**config.mk**
```make
export PLATFORM = sky130hd
export DESIGN_NAME = cp_serializer_flat
export DESIGN_NICKNAME = d
export VERILOG_FILES = /design/src/rtl/cp_serializer_if.sv /design/src/rtl/cp_serializer.sv /design/src/flat_wrapper.sv
export SDC_FILE = /design/constraint.sdc
export NUM_CORES = 1
export LEC_CHECK = 0
export ABC_CLOCK_PERIOD_IN_PS = 4500
export CAP_MARGIN = 20
export CORE_UTILIZATION = 50
export CTS_CLUSTER_DIAMETER = 150
export DETAILED_ROUTE_END_ITERATION = 16
export PLACE_DENSITY = 0.69
export SYNTH_ARGS = -nofsm -noshare
export SYNTH_HDL_FRONTEND = slang
export SYNTH_SLANG_ARGS = --single-unit
export TNS_END_PERCENT = 1
```
**constraint.sdc**
```tcl
create_clock -name clk -period 4.5 [get_ports clk]
set_input_delay 0.9 -clock clk [delete_from_list [all_inputs] [get_ports clk]]
set_output_delay 0.9 -clock clk [all_outputs]
set_load 0.01 [all_outputs]
```
**src/rtl/cp_serializer_if.sv**
```systemverilog
// cp_serializer_if: bus bundle around the cyclic-prefix serializer.
// Carries the parallel symbol handshake from the FFT stage and the serial
// sample handshake towards the downstream consumer.
interface cp_serializer_if #(
  parameter int W = 5
);

  // Parallel symbol side (FFT -> serializer)
  logic                in_valid;
  logic                in_ready;
  logic signed [W-1:0] i_re0;
  logic signed [W-1:0] i_re1;
  logic signed [W-1:0] i_re2;
  logic signed [W-1:0] i_re3;
  logic signed [W-1:0] i_im0;
  logic signed [W-1:0] i_im1;
  logic signed [W-1:0] i_im2;
  logic signed [W-1:0] i_im3;

  // Serial sample side (serializer -> downstream)
  logic                o_valid;
  logic                o_ready;
  logic signed [W-1:0] o_re;
  logic signed [W-1:0] o_im;
  logic                o_first;
  logic                o_cp;
  logic                o_last;

  // Serializer view: consumes symbols, produces samples.
  modport slave (
    input  in_valid,
    output in_ready,
    input  i_re0, i_re1, i_re2, i_re3,
    input  i_im0, i_im1, i_im2, i_im3,
    output o_valid,
    input  o_ready,
    output o_re, o_im,
    output o_first, o_cp, o_last
  );

  // Environment view: offers symbols, accepts samples.
  modport master (
    output in_valid,
    input  in_ready,
    output i_re0, i_re1, i_re2, i_re3,
    output i_im0, i_im1, i_im2, i_im3,
    input  o_valid,
    output o_ready,
    input  o_re, o_im,
    input  o_first, o_cp, o_last
  );

endinterface

```
**src/rtl/cp_serializer.sv**
```systemverilog
// cp_serializer: captures one 4-bin complex OFDM symbol, prepends a cyclic
// prefix of CP_LEN samples (the last CP_LEN bins) and streams the result one
// complex sample per beat. Two symbol slots are used ping-pong so the FFT can
// deliver the next symbol while the current one drains.
//
// All outputs are registered. The output registers are loaded from the
// next-state values, so the first sample of a symbol is visible in the cycle
// right after its accept edge, and back-to-back symbols stream without a
// bubble. When the slot being written is the slot that is about to be read
// (empty buffer, or accept coinciding with the release of the only full
// slot), the sample is bypassed straight from the input bus.
module cp_serializer #(
  parameter int W      = 5,
  parameter int CP_LEN = 1
) (
  input  logic           clk,
  input  logic           rst,
  cp_serializer_if.slave bus
);

  typedef enum logic [1:0] {
    ST_IDLE = 2'd0,
    ST_CP   = 2'd1,
    ST_DATA = 2'd2
  } state_t;

  // First bin index sent for a symbol and the state it is sent in.
  // With CP_LEN = 0 the symbol starts directly at DATA bin 0.
  localparam logic [1:0] START_IDX = 2'(4 - CP_LEN);
  localparam state_t     START_ST  = (CP_LEN == 0) ? ST_DATA : ST_CP;

  // Symbol storage: 2 slots x 4 bins, real and imaginary kept apart.
  logic signed [W-1:0] r_mem_re [2][4];
  logic signed [W-1:0] r_mem_im [2][4];

  // Control state
  state_t     r_state;
  logic [1:0] r_idx;
  logic [1:0] r_count;
  logic       r_wr_ptr;
  logic       r_rd_ptr;

  // Registered outputs
  logic                r_in_ready;
  logic                r_o_valid;
  logic                r_o_first;
  logic                r_o_cp;
  logic                r_o_last;
  logic signed [W-1:0] r_o_re;
  logic signed [W-1:0] r_o_im;

  // Combinational next-state values
  state_t              w_state_nxt;
  logic [1:0]          w_idx_nxt;
  logic [1:0]          w_count_nxt;
  logic                w_rd_ptr_nxt;
  logic                w_accept;
  logic                w_xfer;
  logic                w_release;
  logic                w_bypass;
  logic                w_o_valid_nxt;
  logic                w_o_first_nxt;
  logic                w_o_cp_nxt;
  logic                w_o_last_nxt;
  logic signed [W-1:0] w_o_re_nxt;
  logic signed [W-1:0] w_o_im_nxt;

  // Input bins gathered into arrays so they can be indexed by bin number.
  logic signed [W-1:0] w_in_re [4];
  logic signed [W-1:0] w_in_im [4];

  assign w_in_re[0] = bus.i_re0;
  assign w_in_re[1] = bus.i_re1;
  assign w_in_re[2] = bus.i_re2;
  assign w_in_re[3] = bus.i_re3;
  assign w_in_im[0] = bus.i_im0;
  assign w_in_im[1] = bus.i_im1;
  assign w_in_im[2] = bus.i_im2;
  assign w_in_im[3] = bus.i_im3;

  // Handshake events for this cycle. in_ready already encodes count < 2,
  // and o_valid already encodes "a symbol is being sent".
  assign w_accept  = bus.in_valid & r_in_ready;
  assign w_xfer    = r_o_valid & bus.o_ready;
  assign w_release = w_xfer & (r_state == ST_DATA) & (r_idx == 2'd3);

  // Read pointer moves to the other slot once the current symbol is fully sent.
  assign w_rd_ptr_nxt = r_rd_ptr ^ w_release;

  // The slot written this cycle is the one read next: take samples from the bus.
  assign w_bypass = w_accept & (r_wr_ptr == w_rd_ptr_nxt);

  // Fill count: accept and release in the same cycle cancel out.
  always_comb begin
    w_count_nxt = r_count;
    case ({w_accept, w_release})
      2'b10:   w_count_nxt = r_count + 2'd1;
      2'b01:   w_count_nxt = r_count - 2'd1;
      default: w_count_nxt = r_count;
    endcase
  end

  // FSM next state and sample index; idx only moves on a transfer.
  always_comb begin
    w_state_nxt = r_state;
    w_idx_nxt   = r_idx;
    case (r_state)
      ST_IDLE: begin
        if (w_accept) begin
          w_state_nxt = START_ST;
          w_idx_nxt   = START_IDX;
        end else begin
          w_state_nxt = ST_IDLE;
          w_idx_nxt   = 2'd0;
        end
      end
      ST_CP: begin
        if (w_xfer) begin
          if (r_idx == 2'd3) begin
            w_state_nxt = ST_DATA;
            w_idx_nxt   = 2'd0;
          end else begin
            w_state_nxt = ST_CP;
            w_idx_nxt   = r_idx + 2'd1;
          end
        end else begin
          w_state_nxt = r_state;
          w_idx_nxt   = r_idx;
        end
      end
      ST_DATA: begin
        if (w_xfer) begin
          if (r_idx == 2'd3) begin
            // Symbol complete: chain straight into the next one if buffered.
            if (w_count_nxt != 2'd0) begin
              w_state_nxt = START_ST;
              w_idx_nxt   = START_IDX;
            end else begin
              w_state_nxt = ST_IDLE;
              w_idx_nxt   = 2'd0;
            end
          end else begin
            w_state_nxt = ST_DATA;
            w_idx_nxt   = r_idx + 2'd1;
          end
        end else begin
          w_state_nxt = r_state;
          w_idx_nxt   = r_idx;
        end
      end
      default: begin
        w_state_nxt = ST_IDLE;
        w_idx_nxt   = 2'd0;
      end
    endcase
  end

  // Next output values, derived from where the FSM will be next cycle.
  always_comb begin
    w_o_valid_nxt = (w_state_nxt != ST_IDLE);
    w_o_first_nxt = w_o_valid_nxt & (w_state_nxt == START_ST) & (w_idx_nxt == START_IDX);
    w_o_cp_nxt    = (w_state_nxt == ST_CP);
    w_o_last_nxt  = (w_state_nxt == ST_DATA) & (w_idx_nxt == 2'd3);
    w_o_re_nxt    = '0;
    w_o_im_nxt    = '0;
    if (!w_o_valid_nxt) begin
      w_o_re_nxt = '0;
      w_o_im_nxt = '0;
    end else if (w_bypass) begin
      w_o_re_nxt = w_in_re[w_idx_nxt];
      w_o_im_nxt = w_in_im[w_idx_nxt];
    end else begin
      w_o_re_nxt = r_mem_re[w_rd_ptr_nxt][w_idx_nxt];
      w_o_im_nxt = r_mem_im[w_rd_ptr_nxt][w_idx_nxt];
    end
  end

  // FSM state, index, fill count and slot pointers.
  always_ff @(posedge clk or posedge rst) begin
    if (rst) begin
      r_state  <= ST_IDLE;
      r_idx    <= 2'd0;
      r_count  <= 2'd0;
      r_wr_ptr <= 1'b0;
      r_rd_ptr <= 1'b0;
    end else begin
      r_state  <= w_state_nxt;
      r_idx    <= w_idx_nxt;
      r_count  <= w_count_nxt;
      r_wr_ptr <= r_wr_ptr ^ w_accept;
      r_rd_ptr <= w_rd_ptr_nxt;
    end
  end

  // Symbol slot write: all eight words of an accepted symbol land in slot wr_ptr.
  always_ff @(posedge clk or posedge rst) begin
    if (rst) begin
      for (int s = 0; s < 2; s++) begin
        for (int b = 0; b < 4; b++) begin
          r_mem_re[s][b] <= '0;
          r_mem_im[s][b] <= '0;
        end
      end
    end else if (w_accept) begin
      for (int b = 0; b < 4; b++) begin
        r_mem_re[r_wr_ptr][b] <= w_in_re[b];
        r_mem_im[r_wr_ptr][b] <= w_in_im[b];
      end
    end else begin
      for (int s = 0; s < 2; s++) begin
        for (int b = 0; b < 4; b++) begin
          r_mem_re[s][b] <= r_mem_re[s][b];
          r_mem_im[s][b] <= r_mem_im[s][b];
        end
      end
    end
  end

  // Output registers; in_ready follows the next fill count only.
  always_ff @(posedge clk or posedge rst) begin
    if (rst) begin
      r_in_ready <= 1'b1;
      r_o_valid  <= 1'b0;
      r_o_first  <= 1'b0;
      r_o_cp     <= 1'b0;
      r_o_last   <= 1'b0;
      r_o_re     <= '0;
      r_o_im     <= '0;
    end else begin
      r_in_ready <= (w_count_nxt < 2'd2);
      r_o_valid  <= w_o_valid_nxt;
      r_o_first  <= w_o_first_nxt;
      r_o_cp     <= w_o_cp_nxt;
      r_o_last   <= w_o_last_nxt;
      r_o_re     <= w_o_re_nxt;
      r_o_im     <= w_o_im_nxt;
    end
  end

  assign bus.in_ready = r_in_ready;
  assign bus.o_valid  = r_o_valid;
  assign bus.o_first  = r_o_first;
  assign bus.o_cp     = r_o_cp;
  assign bus.o_last   = r_o_last;
  assign bus.o_re     = r_o_re;
  assign bus.o_im     = r_o_im;

endmodule

```
**src/flat_wrapper.sv**
```systemverilog
// flat-port wrapper written by rule: the top's interface ports become plain ports
module cp_serializer_flat 
#(
  parameter int W      = 5,
  parameter int CP_LEN = 1
)
  (clk, rst, bus_in_valid, bus_in_ready, bus_i_re0, bus_i_re1, bus_i_re2, bus_i_re3, bus_i_im0, bus_i_im1, bus_i_im2, bus_i_im3, bus_o_valid, bus_o_ready, bus_o_re, bus_o_im, bus_o_first, bus_o_cp, bus_o_last);
  cp_serializer_if #(.W(W)) bus_i ();
  input  logic clk;
  input  logic rst;
  input wire logic [$bits(bus_i.in_valid)-1:0] bus_in_valid;
  output wire logic [$bits(bus_i.in_ready)-1:0] bus_in_ready;
  input wire logic [$bits(bus_i.i_re0)-1:0] bus_i_re0;
  input wire logic [$bits(bus_i.i_re1)-1:0] bus_i_re1;
  input wire logic [$bits(bus_i.i_re2)-1:0] bus_i_re2;
  input wire logic [$bits(bus_i.i_re3)-1:0] bus_i_re3;
  input wire logic [$bits(bus_i.i_im0)-1:0] bus_i_im0;
  input wire logic [$bits(bus_i.i_im1)-1:0] bus_i_im1;
  input wire logic [$bits(bus_i.i_im2)-1:0] bus_i_im2;
  input wire logic [$bits(bus_i.i_im3)-1:0] bus_i_im3;
  output wire logic [$bits(bus_i.o_valid)-1:0] bus_o_valid;
  input wire logic [$bits(bus_i.o_ready)-1:0] bus_o_ready;
  output wire logic [$bits(bus_i.o_re)-1:0] bus_o_re;
  output wire logic [$bits(bus_i.o_im)-1:0] bus_o_im;
  output wire logic [$bits(bus_i.o_first)-1:0] bus_o_first;
  output wire logic [$bits(bus_i.o_cp)-1:0] bus_o_cp;
  output wire logic [$bits(bus_i.o_last)-1:0] bus_o_last;
  assign bus_i.in_valid = bus_in_valid;
  assign bus_in_ready = bus_i.in_ready;
  assign bus_i.i_re0 = bus_i_re0;
  assign bus_i.i_re1 = bus_i_re1;
  assign bus_i.i_re2 = bus_i_re2;
  assign bus_i.i_re3 = bus_i_re3;
  assign bus_i.i_im0 = bus_i_im0;
  assign bus_i.i_im1 = bus_i_im1;
  assign bus_i.i_im2 = bus_i_im2;
  assign bus_i.i_im3 = bus_i_im3;
  assign bus_o_valid = bus_i.o_valid;
  assign bus_i.o_ready = bus_o_ready;
  assign bus_o_re = bus_i.o_re;
  assign bus_o_im = bus_i.o_im;
  assign bus_o_first = bus_i.o_first;
  assign bus_o_cp = bus_i.o_cp;
  assign bus_o_last = bus_i.o_last;
  cp_serializer #(.W(W), .CP_LEN(CP_LEN)) u_core (.clk(clk), .rst(rst), .bus(bus_i));
endmodule
```
# Word-level counts from Yosys, hierarchy flattened
# Cells that the tools add are included.
# Widths: inputs -> output; s select.
# op_classes
eq_ne,9
shift,0
multipliers,0
bitwise,13
magnitude_cmp,5
n_addsub,3
muxes,53
reduce_logical,4
div,0
# op_table
operator,n
$bwmux 40,8
$mux 20,7
$demux 20 s1,4
$mux 5,13
$bmux 5 s2,4
$mux 2,10
$mux 15,1
$pmux 2 s3,2
$eq 2x2->1 const B,5
$mux 10,1
$and 1x1->1,8
$eq 2x1->1 const B,3
$add 2x1->2 const B,2
$ge 2x2->1 const B,2
$not 1->2,2
$pmux 2 s2,1
$reduce_bool 2->1,2
$ge 3x3->1 const B,1
$not 2->3,1
$logic_not 2->1,1
$lt 2x1->1 const B,1
$lt 2x2->1 const B,1
$mux 1,2
$sub 2x1->2 const B,1
3 further kinds,4
# word_totals
mem_bits_rw,0
mem_count,0
latch_bits,0
rom_bits,0
word_cells,115
ff_bits,103

# Logic depth before layout (Yosys ltp)
# Gate-level depths: netlist of run 1.
# logic_depth
ltp_word,16
mapped_depth,12
mapped_depth_nobuf,11

# Worst setup path after synthesis of run 1
# Ideal clock, no wire load.
# synth_path
path_type,input port to flip-flop
startpoint,input bus_in_valid
endpoint,register u_core.r_o_re[4] (netlist: u_core.bus.o_re[4])
path_slack_ns,1.218
path_buffers,2
path_stages,10
t_arrival_ns,3.182
required_ns,4.401
path_cell_list,nand2_1 > clkbuf_1 > ha_1 > nand2b_1 > o22ai_1 > o31a_1 > clkinv_1 > buf_2 > a221o_1 > a311oi_1
# synth_between
elab_chain_len,14
word_cells_on_any_way,26
cone_classes,2 x eq/ne; 19 x mux; 3 x bitwise; 2 x reduce/logical
# synth_rtl
item,line_no,text
from (decl),flat_wrapper.sv:11,input wire logic [$bits(bus_i.in_valid)-1:0] bus_in_valid;
$and 1x1->1 (*),cp_serializer.sv:83,assign w_accept = bus.in_valid & r_in_ready;
$eq 2x1->1 or $eq 2x2->1 (tied branches),cp_serializer.sv:96,"case ({w_accept, w_release})"
$pmux 2 s2,cp_serializer.sv:96,
$reduce_bool 2->1,cp_serializer.sv:135,if (w_count_nxt != 2'd0) begin
$mux 2,cp_serializer.sv:135,
$mux 2,cp_serializer.sv:133,if (r_idx == 2'd3) begin
$mux 2,cp_serializer.sv:132,if (w_xfer) begin
$pmux 2 s3,cp_serializer.sv:107,case (r_state)
$not 2->3 (implied by the code),"cp_serializer.sv:170, cp_serializer.sv:173",
$bmux 5 s2 (on tied branches),"cp_serializer.sv:173, cp_serializer.sv:170",
$mux 5 (on tied branches) (2 in a row),"cp_serializer.sv:173, cp_serializer.sv:170",
$mux 5,cp_serializer.sv:169,end else if (w_bypass) begin
$mux 5 (*),cp_serializer.sv:166,if (!w_o_valid_nxt) begin
net u_core.w_o_re_nxt[4],cp_serializer.sv:65,logic signed [W-1:0] w_o_re_nxt;
to (signal assigned),cp_serializer.sv:235,r_o_re <= w_o_re_nxt;
to (decl),cp_serializer.sv:49,logic signed [W-1:0] r_o_re;
# The timed path passes the listed nets; every way through them passes the cells marked *. The select of a mux whose other input is x is not followed.
# A chain may end at the register's enable or synchronous reset.

# Worst setup path after layout of run 1
# layout_path
startpoint,input bus_o_ready
endpoint,register u_core.r_o_im[4] (netlist: u_core.bus.o_im[4])
# layout_between
elab_chain_len,16
word_cells_on_any_way,34
cone_classes,3 x eq/ne; 22 x mux; 7 x bitwise; 2 x reduce/logical
# layout_rtl
item,line_no,text
from (decl),flat_wrapper.sv:22,input wire logic [$bits(bus_i.o_ready)-1:0] bus_o_ready;
$and 1x1->1 (*),cp_serializer.sv:84,assign w_xfer = r_o_valid & bus.o_ready;
$and 1x1->1 (2 in a row),cp_serializer.sv:85,assign w_release = w_xfer & (r_state == ST_DATA) & (r_idx == 2'd3);
$eq 2x1->1 or $eq 2x2->1 (tied branches),cp_serializer.sv:96,
$pmux 2 s2,cp_serializer.sv:96,
$reduce_bool 2->1,cp_serializer.sv:135,
$mux 2,cp_serializer.sv:135,
$mux 2,cp_serializer.sv:133,
$mux 2,cp_serializer.sv:132,
$pmux 2 s3,cp_serializer.sv:107,
$not 2->3 (implied by the code),"cp_serializer.sv:171, cp_serializer.sv:174",
$bmux 5 s2 (on tied branches),"cp_serializer.sv:174, cp_serializer.sv:171",
$mux 5 (on tied branches) (2 in a row),"cp_serializer.sv:174, cp_serializer.sv:171",
$mux 5,cp_serializer.sv:169,
$mux 5 (*),cp_serializer.sv:166,
net u_core.w_o_im_nxt[4],cp_serializer.sv:66,logic signed [W-1:0] w_o_im_nxt;
to (signal assigned),cp_serializer.sv:236,r_o_im <= w_o_im_nxt;
to (decl),cp_serializer.sv:50,logic signed [W-1:0] r_o_im;
# Marks and branches as above.

==> results of run 1 <==
[layer usage]
| metal | up-vias | GRT usage (%) | part of all wire [%] |
|---|---|---|---|
| li1 | 1933 | - | - |
| met1 | 2064 | 33.5 | 44 |
| met2 | 153 | 41.4 | 49 |
| met3 | 24 | 4.89 | 5.5 |
| met4 | 0 | 9.36 | 1.8 |
| met5 | - | 0 | 0 |
[stage by stage]
stage          instance area (sq um)  hold slack (ns)  instances  utilization (%)  setup WS, ns
2_1_floorplan                   5350            0.471        504                -         0.898
3_3_place_gp                    6040            0.483        675             58.3         0.645
3_5_place_dp                    6040            0.489        675             58.3         0.519
4_1_cts                         6230            0.513        691             60.1         0.900
5_1_grt                         6230            0.530        691             60.1         0.589
6_report                        6230            0.510        691             60.1         0.860
[registers in the layout, indices dropped and copies added, names as in the netlist]
register and cells:
u_core.bus.o_first 1, u_core.bus.o_valid 1, u_core.bus.o_cp 1, u_core.bus.in_ready 1, u_core.bus.o_last 1, u_core.r_idx 2
u_core.bus.o_im 5, u_core.r_mem_im 40, u_core.r_state 2, u_core.r_mem_re 40, u_core.bus.o_re 5, u_core.r_wr_ptr 1
u_core.r_count 2, u_core.r_rd_ptr 1
[layout by cell type (no fill, tap or decap), types with 5 or more instances in the layout]
cell type / n
nor2_1: 18
inv_1: 26
mux2_2: 61
o221ai_1: 5
a311oi_1: 8
a22o_1: 7
and3_1: 12
o21ai_0: 28
a21oi_1: 20
nand2_1: 39
a221oi_1: 8
clkbuf_8: 10
a211oi_1: 17
buf_4: 12
nand3_1: 17
a31oi_1: 8
o22ai_1: 7
dfrtp_1: 102
mux2i_1: 34
clkdlybuf4s50_1: 58
[worst paths after layout]
check / cells after the start / from / end
worst max-delay path: 11 / bus_o_ready / u_core.bus.o_im[4]
worst min-delay path: 1 / u_core.r_mem_re[28] / u_core.r_mem_re[28]
worst max register to register: 11 / u_core.r_idx[0] / u_core.bus.o_im[4]
worst min register to register: 1 / u_core.r_mem_re[28] / u_core.r_mem_re[28]
max in group asynchronous: 3 / rst / u_core.r_mem_im[28]
min in group asynchronous: 3 / rst / u_core.r_mem_im[11]
[critical path, delay by kind of cell]
family          cells  cell delay, ns
compound gates      5            1.59
fa+ha+maj           1            0.26
buf+inv             2            0.70
simple gates        3            0.47
[cell type report]
cell class | count | area share [%]
well taps | 136 | 2.73
clock inverters | 6 | 0.803
multi-input cells | 336 | 40.0
clock buffers | 10 | 2.21
flip-flops and latches | 103 | 41.4
inverters | 29 | 1.81
repair buffers | 71 | 11.1
[kinds of logic (layout without fill, tap and decap cells)]
kind of cell,after synthesis,after routing,share of synthesized area [%]
compound gates,127,127,16.2
xor+xnor,5,5,0.818
fa+ha+maj,4,4,0.935
buf+inv,65,116,5.33
flops,103,103,48.2
mux,95,95,19.2
simple gates,105,105,9.40
[power groups by stage]
stage          Sequential, mW  Combinational (mW)  Clock, mW
2_1_floorplan            1.58                1.70          0
3_3_place_gp             1.65                2.20          0
3_5_place_dp             1.67                2.27          0
4_1_cts                  1.65                2.27      0.575
5_1_grt                  1.71                2.50      0.608
6_report                 1.66                2.28      0.559
==> insert_results.sql, run 1 <==
INSERT INTO impl_metrics (metric_group, metric, value, unit) VALUES
('outcome', 'run_status', 'complete, no violations', ''),
('clocking', 'clock_sink_count', '103', ''),
('logic_synthesis', 'synthesis.area', '5350', 'sq um'),
('drt', 'routed_wire_length_per_instance', '19.1', 'um'),
('logic_synthesis', 'synthTopCellsByArea', 'dfrtp_1 (48%), mux2_2 (13%), mux2i_1 (6.4%)', ''),
('logic_synthesis', 'post_synth.cell_area_avg', '10.6', 'sq um'),
('logic_synthesis', 'ys_top_cells_by_count', 'dfrtp_1 (102), mux2_2 (61), nand2_1 (39), mux2i_1 (34), o21ai_0 (28)', ''),
('timing', 'max_slew_violation_count', '0', ''),
('timing', 'timing.final.crit_period', '3.64', 'ns'),
('critical_path', 'reg2reg_setup_slack', '1.31', 'ns'),
('logic_synthesis', 'yosysWarnings', '0', ''),
('critical_path', 'cpPeakStageDelay', '0.58', 'ns'),
('logic_synthesis', 'synth_sequential_area_ratio', '48.2', '%'),
('drt', 'first_pass_iters', '5', ''),
('critical_path', 'cp-end-kind', 'flip-flop', ''),
('logic_synthesis', 'synth_cells', '504', ''),
('drt', 'wl', '13200', 'um'),
('timing', 'setup-violations-final', '0', ''),
('drt', 'via_per_inst', '6.04', ''),
('drt', 'detail_route.iter0.violations', '273', ''),
('run', 'max-cap-violations', '0', ''),
('die', 'initial_core_util', '51.6', '%'),
('layout', 'antennaDiodeCount', '0', ''),
('die', 'fp.dieArea', '11100', 'sq um'),
('critical_path', 'crit_slowest_cell', 'clkdlybuf4s50_1', ''),
('die', 'floorplan.die.height', '105', 'um'),
('critical_path', 'timing_worst_setup_path_type', 'input pin to flip-flop', ''),
('die', 'fp-row-count', '37', ''),
('critical_path', 'cp_data_required_time', '4.78', 'ns'),
('grt', 'antenna_found_initial', '0', ''),
('timing', 'timing.slew.headroom', '42.4', '%'),
('logic_synthesis', 'synth-async-reset-ratio', '100', '%'),
('timing', 'clock-skew-final', '0.0129', 'ns'),
('clocking', 'tritoncts.num_buffers', '9', ''),
('drt', 'drt_drc_violations_left', '0', ''),
('die', 'floorplan.die.width', '105', 'um'),
('power_and_ir_drop', 'power.static_leakage', '2.58', 'nW'),
('power_and_ir_drop', 'pwr-share-comb', '50.8', '%'),
('drt', 'ant_nets', '0', ''),
('power_and_ir_drop', 'clkPwrFrac', '12.4', '%'),
('grt', 'global_route.overflow_total', '0', ''),
('die', 'io_pins', '59', ''),
('grt', 'via_count_of_the_first_global_routing_pass', '4282', ''),
('clocking', 'cts.path.max_buffers', '2', ''),
('critical_path', 'timing.critical_path.cells', 'clkdlybuf4s50_1 > nand3_2 > nor2_1 > ha_1 > nand2b_1 > o22ai_1 > o31a_1 > clkinv_1 > a21oi_1 > a221oi_1 > a22o_1', ''),
('logic_synthesis', 'post-synth-top-area-cell', 'dfrtp_1', ''),
('clocking', 'htreeDepth', '3', ''),
('power_and_ir_drop', 'power.internal', '2.69', 'mW'),
('logic_synthesis', 'main_flop_type_after_synthesis', 'dfrtp_1', ''),
('placement', 'dp_hpwl', '8550', 'um'),
('layout', 'area_growth', '16.4', '%'),
('timing', 'tightestPinTransition', '0.863', 'ns'),
('clocking', 'post_cts_resize_count', '0', ''),
('critical_path', 'start_kind', 'input pin', ''),
('timing', 'setup_tns', '0', 'ns'),
('layout', 'multi_input_area', '2490', 'sq um'),
('logic_synthesis', 'yosysUniqueCellTypes', '51', ''),
('power_and_ir_drop', 'power_switching_share', '40.3', '%'),
('logic_synthesis', 'synth.ff_latch_count', '103', ''),
('grt', 'global_route_wire_length_before_repair', '21900', 'um'),
('power_and_ir_drop', 'pwr_cell_area', '722', 'nW/um^2'),
('grt', 'grt_util_all_layers', '25.4', '%'),
('timing', 'timing_hold_violations_final', '0', ''),
('critical_path', 'crit_fanout', '7', ''),
('timing', 'max_freq', '275', 'MHz'),
('clocking', 'clkLatencyLatePin', '0.38', 'ns'),
('clocking', 'clk_pin_slew_worst_paths', '0.10', 'ns'),
('logic_synthesis', 'fraction_of_post_synthesis_cell_area_in_the_top_cell_type_by_area', '47.7', '%'),
('worst_hold_path', 'hold_path_class', 'flip-flop to flip-flop', ''),
('die', 'coreArea', '10400', 'sq um'),
('logic_synthesis', 'synth-edff-count', '0', '');
Note: power is estimated with default switching activity, not from simulation.
==> run 2, diff against run 1 <==
ABC_CLOCK_PERIOD_IN_PS = 3080   (was 4500)
PLACE_DENSITY = 0.72   (was 0.69)
clock period = 3.08 ns   (was 4.5 ns; I/O delays follow)
==> run 2 against run 1 <==
Against the previous run: critical path depth increased by 1; total power increased by 53%; combinational power increased by 63%; clock skew about the same; non-clock buffer count increased by 27; worst hold slack about the same; final cell count increased by 3.8%; die area unchanged; cell area increased by 3.4%; clock-buffer cell count increased by 1; sequential power increased by 44%; sequential share of layout area decreased by 1.4 points; critical path type unchanged.
==> insert_results.sql, run 2 (same netlist as run 1, synthesis figures left out) <==
INSERT INTO impl_metrics (metric_group, metric, value, unit) VALUES
('power_and_ir_drop', 'post-layout-total-power', '6.87', 'mW'),
('timing', 'clock-skew-final', '0.0127', 'ns'),
('placement', 'place.detailed.instances', '702', ''),
('drt', 'via_count', '4379', ''),
('critical_path', 'cp_data_required_time', '3.36', 'ns'),
('critical_path', 'timing_worst_setup_path_type', 'input pin to flip-flop', ''),
('clocking', 'tritoncts.num_buffers', '9', ''),
('critical_path', 'crit_fanout', '13', ''),
('power_and_ir_drop', 'pwr_cell_area', '1070', 'nW/um^2'),
('timing', 'setup-violations-final', '0', ''),
('placement', 'place_congestion', '0.839', ''),
('clocking', 'cts_root_buf', 'clkbuf_8', ''),
('critical_path', 'start_kind', 'input pin', ''),
('layout', 'area_growth', '20.4', '%'),
('timing', 'timing_hold_violations_final', '0', ''),
('die', 'fp.dieArea', '11100', 'sq um'),
('outcome', 'run_status', 'complete, no violations', ''),
('placement', 'portBuffers', '58', ''),
('grt', 'global_route.overflow_total', '0', ''),
('drt', 'via_per_inst', '6.11', ''),
('clocking', 'cts.path.max_buffers', '2', ''),
('die', 'floorplan.die.width', '105', 'um'),
('critical_path', 'crit_slowest_cell', 'clkdlybuf4s50_1', ''),
('layout', 'fillerInstances', '843', ''),
('placement', 'detailed_place.area', '6260', 'sq um'),
('layout', 'final-instance-count-excl-fill', '717', ''),
('clocking', 'cts_post_setup_buffers_inserted', '0', ''),
('timing', 'final.setup.worst_slack', '0.212', 'ns'),
('clocking', 'clkLatencyLatePin', '0.38', 'ns'),
('placement', 'placement.setup.worst_slack', '-0.241', 'ns'),
('die', 'fp-row-count', '37', ''),
('worst_hold_path', 'hold_end', 'u_core.r_mem_im[38]', ''),
('layout', 'antennaDiodeCount', '0', ''),
('layout', 'most_frequent_standard_cell_in_the_layout_excluding_fill_and_tap_cells', 'dfrtp_1', ''),
('drt', 'routed_wire_length_per_instance', '19.1', 'um'),
('timing', 'timing.slew.headroom', '50.3', '%'),
('placement', 'dp_hpwl', '9700', 'um'),
('drt', 'first_pass_iters', '4', ''),
('grt', 'grt_util_all_layers', '25.9', '%'),
('drt', 'detail_route.iter0.violations', '307', ''),
('critical_path', 'worstPathArrival', '3.14', 'ns'),
('timing', 'tightestPinTransition', '0.744', 'ns'),
('grt', 'via_count_of_the_first_global_routing_pass', '4413', ''),
('clocking', 'cts_tree', 'built', ''),
('timing', 'timing.final.crit_period', '2.87', 'ns'),
('critical_path', 'r2r-end', 'u_core.bus.o_im[1]', ''),
('layout', 'final_design_area_no_fill', '6440', 'sq um'),
('critical_path', 'cpPeakStageDelay', '0.49', 'ns'),
('timing', 'grt_setup_unrepaired', 'false', ''),
('drt', 'drt_drc_violations_left', '0', ''),
('drt', 'wl', '13700', 'um'),
('die', 'coreArea', '10400', 'sq um'),
('drt', 'ant_nets', '0', ''),
('layout', 'nets', '625', ''),
('layout', 'layout-drive-gt1-share', '21.5', '%'),
('die', 'initial_core_util', '51.6', '%'),
('run', 'max-cap-violations', '0', ''),
('worst_hold_path', 'hold_path_class', 'flip-flop to flip-flop', ''),
('clocking', 'clock_sink_count', '103', ''),
('grt', 'global_route_wire_length_before_repair', '22300', 'um'),
('timing', 'fin_hold_ws', '0.510', 'ns'),
('critical_path', 'r2r.worst_path.cells', '12', ''),
('critical_path', 'cp-end-kind', 'flip-flop', ''),
('layout', 'most-common-layout-cells', 'dfrtp_1 (102), mux2_2 (61), clkdlybuf4s50_1 (58)', ''),
('power_and_ir_drop', 'power.static_leakage', '2.70', 'nW'),
('worst_hold_path', 'hp-start', 'u_core.r_mem_im[38]', ''),
('critical_path', 'rr_startpoint', 'u_core.r_idx[0]', ''),
('clocking', 'clk_pin_slew_worst_paths', '0.10', 'ns'),
('grt', 'antenna_found_initial', '0', ''),
('timing', 'max_freq', '349', 'MHz'),
('layout', 'layout_top_registers', 'u_core.r_mem_im: 40 flops, u_core.r_mem_re: 40 flops', ''),
('critical_path', 'reg2reg_setup_slack', '0.25', 'ns'),
('timing', 'final.period_utilization', '93.1', '%'),
('clocking', 'htreeDepth', '3', ''),
('grt', 'grt_start_max_net_pins', '33', ''),
('die', 'floorplan.die.height', '105', 'um'),
('critical_path', 'timing.critical_path.cells', 'clkdlybuf4s50_1 > nand3_2 > nor2_1 > ha_1 > nand2b_1 > o22ai_2 > o31a_1 > clkinv_1 > buf_4 > mux2i_2 > mux2i_1 > a22o_1', ''),
('power_and_ir_drop', 'irDropWorstVdd', '0.552', 'mV'),
('die', 'io_pins', '59', ''),
('worst_hold_path', 'worst_hold_path_stage_count', '1', ''),
('timing', 'max_slew_violation_count', '0', '');
## run 2: cell types whose count changed in the layout (fill, tap and decap cells not counted), sizes merged
cell / before / now
clkinv: 4 / 3
clkinvlp: 1 / 2
inv: 30 / 28
clkbuf: 10 / 11
buf: 13 / 40
## run 2: how the worst max path moves through the flow
stage	start	end	slack [ns]	cells past startpoint
floorplan	bus_in_valid	u_core.bus.o_re[4]	0.08	10
global placement	bus_o_ready	u_core.bus.o_im[1]	-0.16	12
detailed placement	bus_o_ready	u_core.bus.o_im[1]	-0.24	12
CTS	bus_o_ready	u_core.bus.o_im[1]	0.14	12
global route	bus_o_ready	u_core.bus.o_im[1]	0.05	12
finish	bus_o_ready	u_core.bus.o_im[1]	0.21	12
## run 2: where the power goes
group | switching [mW] | total (mW) | internal (mW) | leakage [nW]
Combinational | 1.91 | 3.72 | 1.82 | 1.36
Clock | 0.462 | 0.757 | 0.295 | 0.0802
Sequential | 0.375 | 2.39 | 2.01 | 1.25
Total | 2.74 | 6.87 | 4.12 | 2.70
## run 2: cell type report
class	count	area (sq um)	share of cell area (%)
clock inverter	4	30.0	0.466
inverter	29	114	1.77
multi-input combinational	336	2510	39.0
sequential	103	2580	40.0
tap	136	170	2.64
clock buffer	11	131	2.04
timing repair buffer	98	906	14.1
## run 2: critical path, delay by kind of cell
family	cells	cell delay, ns
buffers and inverters	3	0.89
AO/OA/AOI/OAI	3	0.63
AND/OR/NAND/NOR	3	0.36
multiplexers	2	0.36
adder cells (fa/ha/maj)	1	0.27
## run 2: timing repair
action,in CTS,in global routing
hold buffers,0,0
gates resized for setup,0,4
endpoints found under the setup margin,0,5
## run 2: per-stage QoR
step,setup TNS [ns],utilization [%]
final,0,62.1
after global routing,0,62.1
after CTS,0,61.9
after detailed placement,-1.28,60.4
after global placement,-0.622,60.4
after floorplan,0,-
## run 2: routing by layer
| metal | vias to the layer above | track usage (%) | part of all wire, % |
|---|---|---|---|
| met3 | 27 | 4.82 | 5.3 |
| met5 | - | 0 | 0 |
| met2 | 160 | 44.4 | 51 |
| met4 | 0 | 9.26 | 1.8 |
| met1 | 2203 | 32.7 | 42 |
| li1 | 1989 | - | - |
==> run 3, diff against run 2 <==
TNS_END_PERCENT = 50   (was 1)
==> results of run 3 <==
The final DEF is identical to that of run 2; final timing and power are the same.
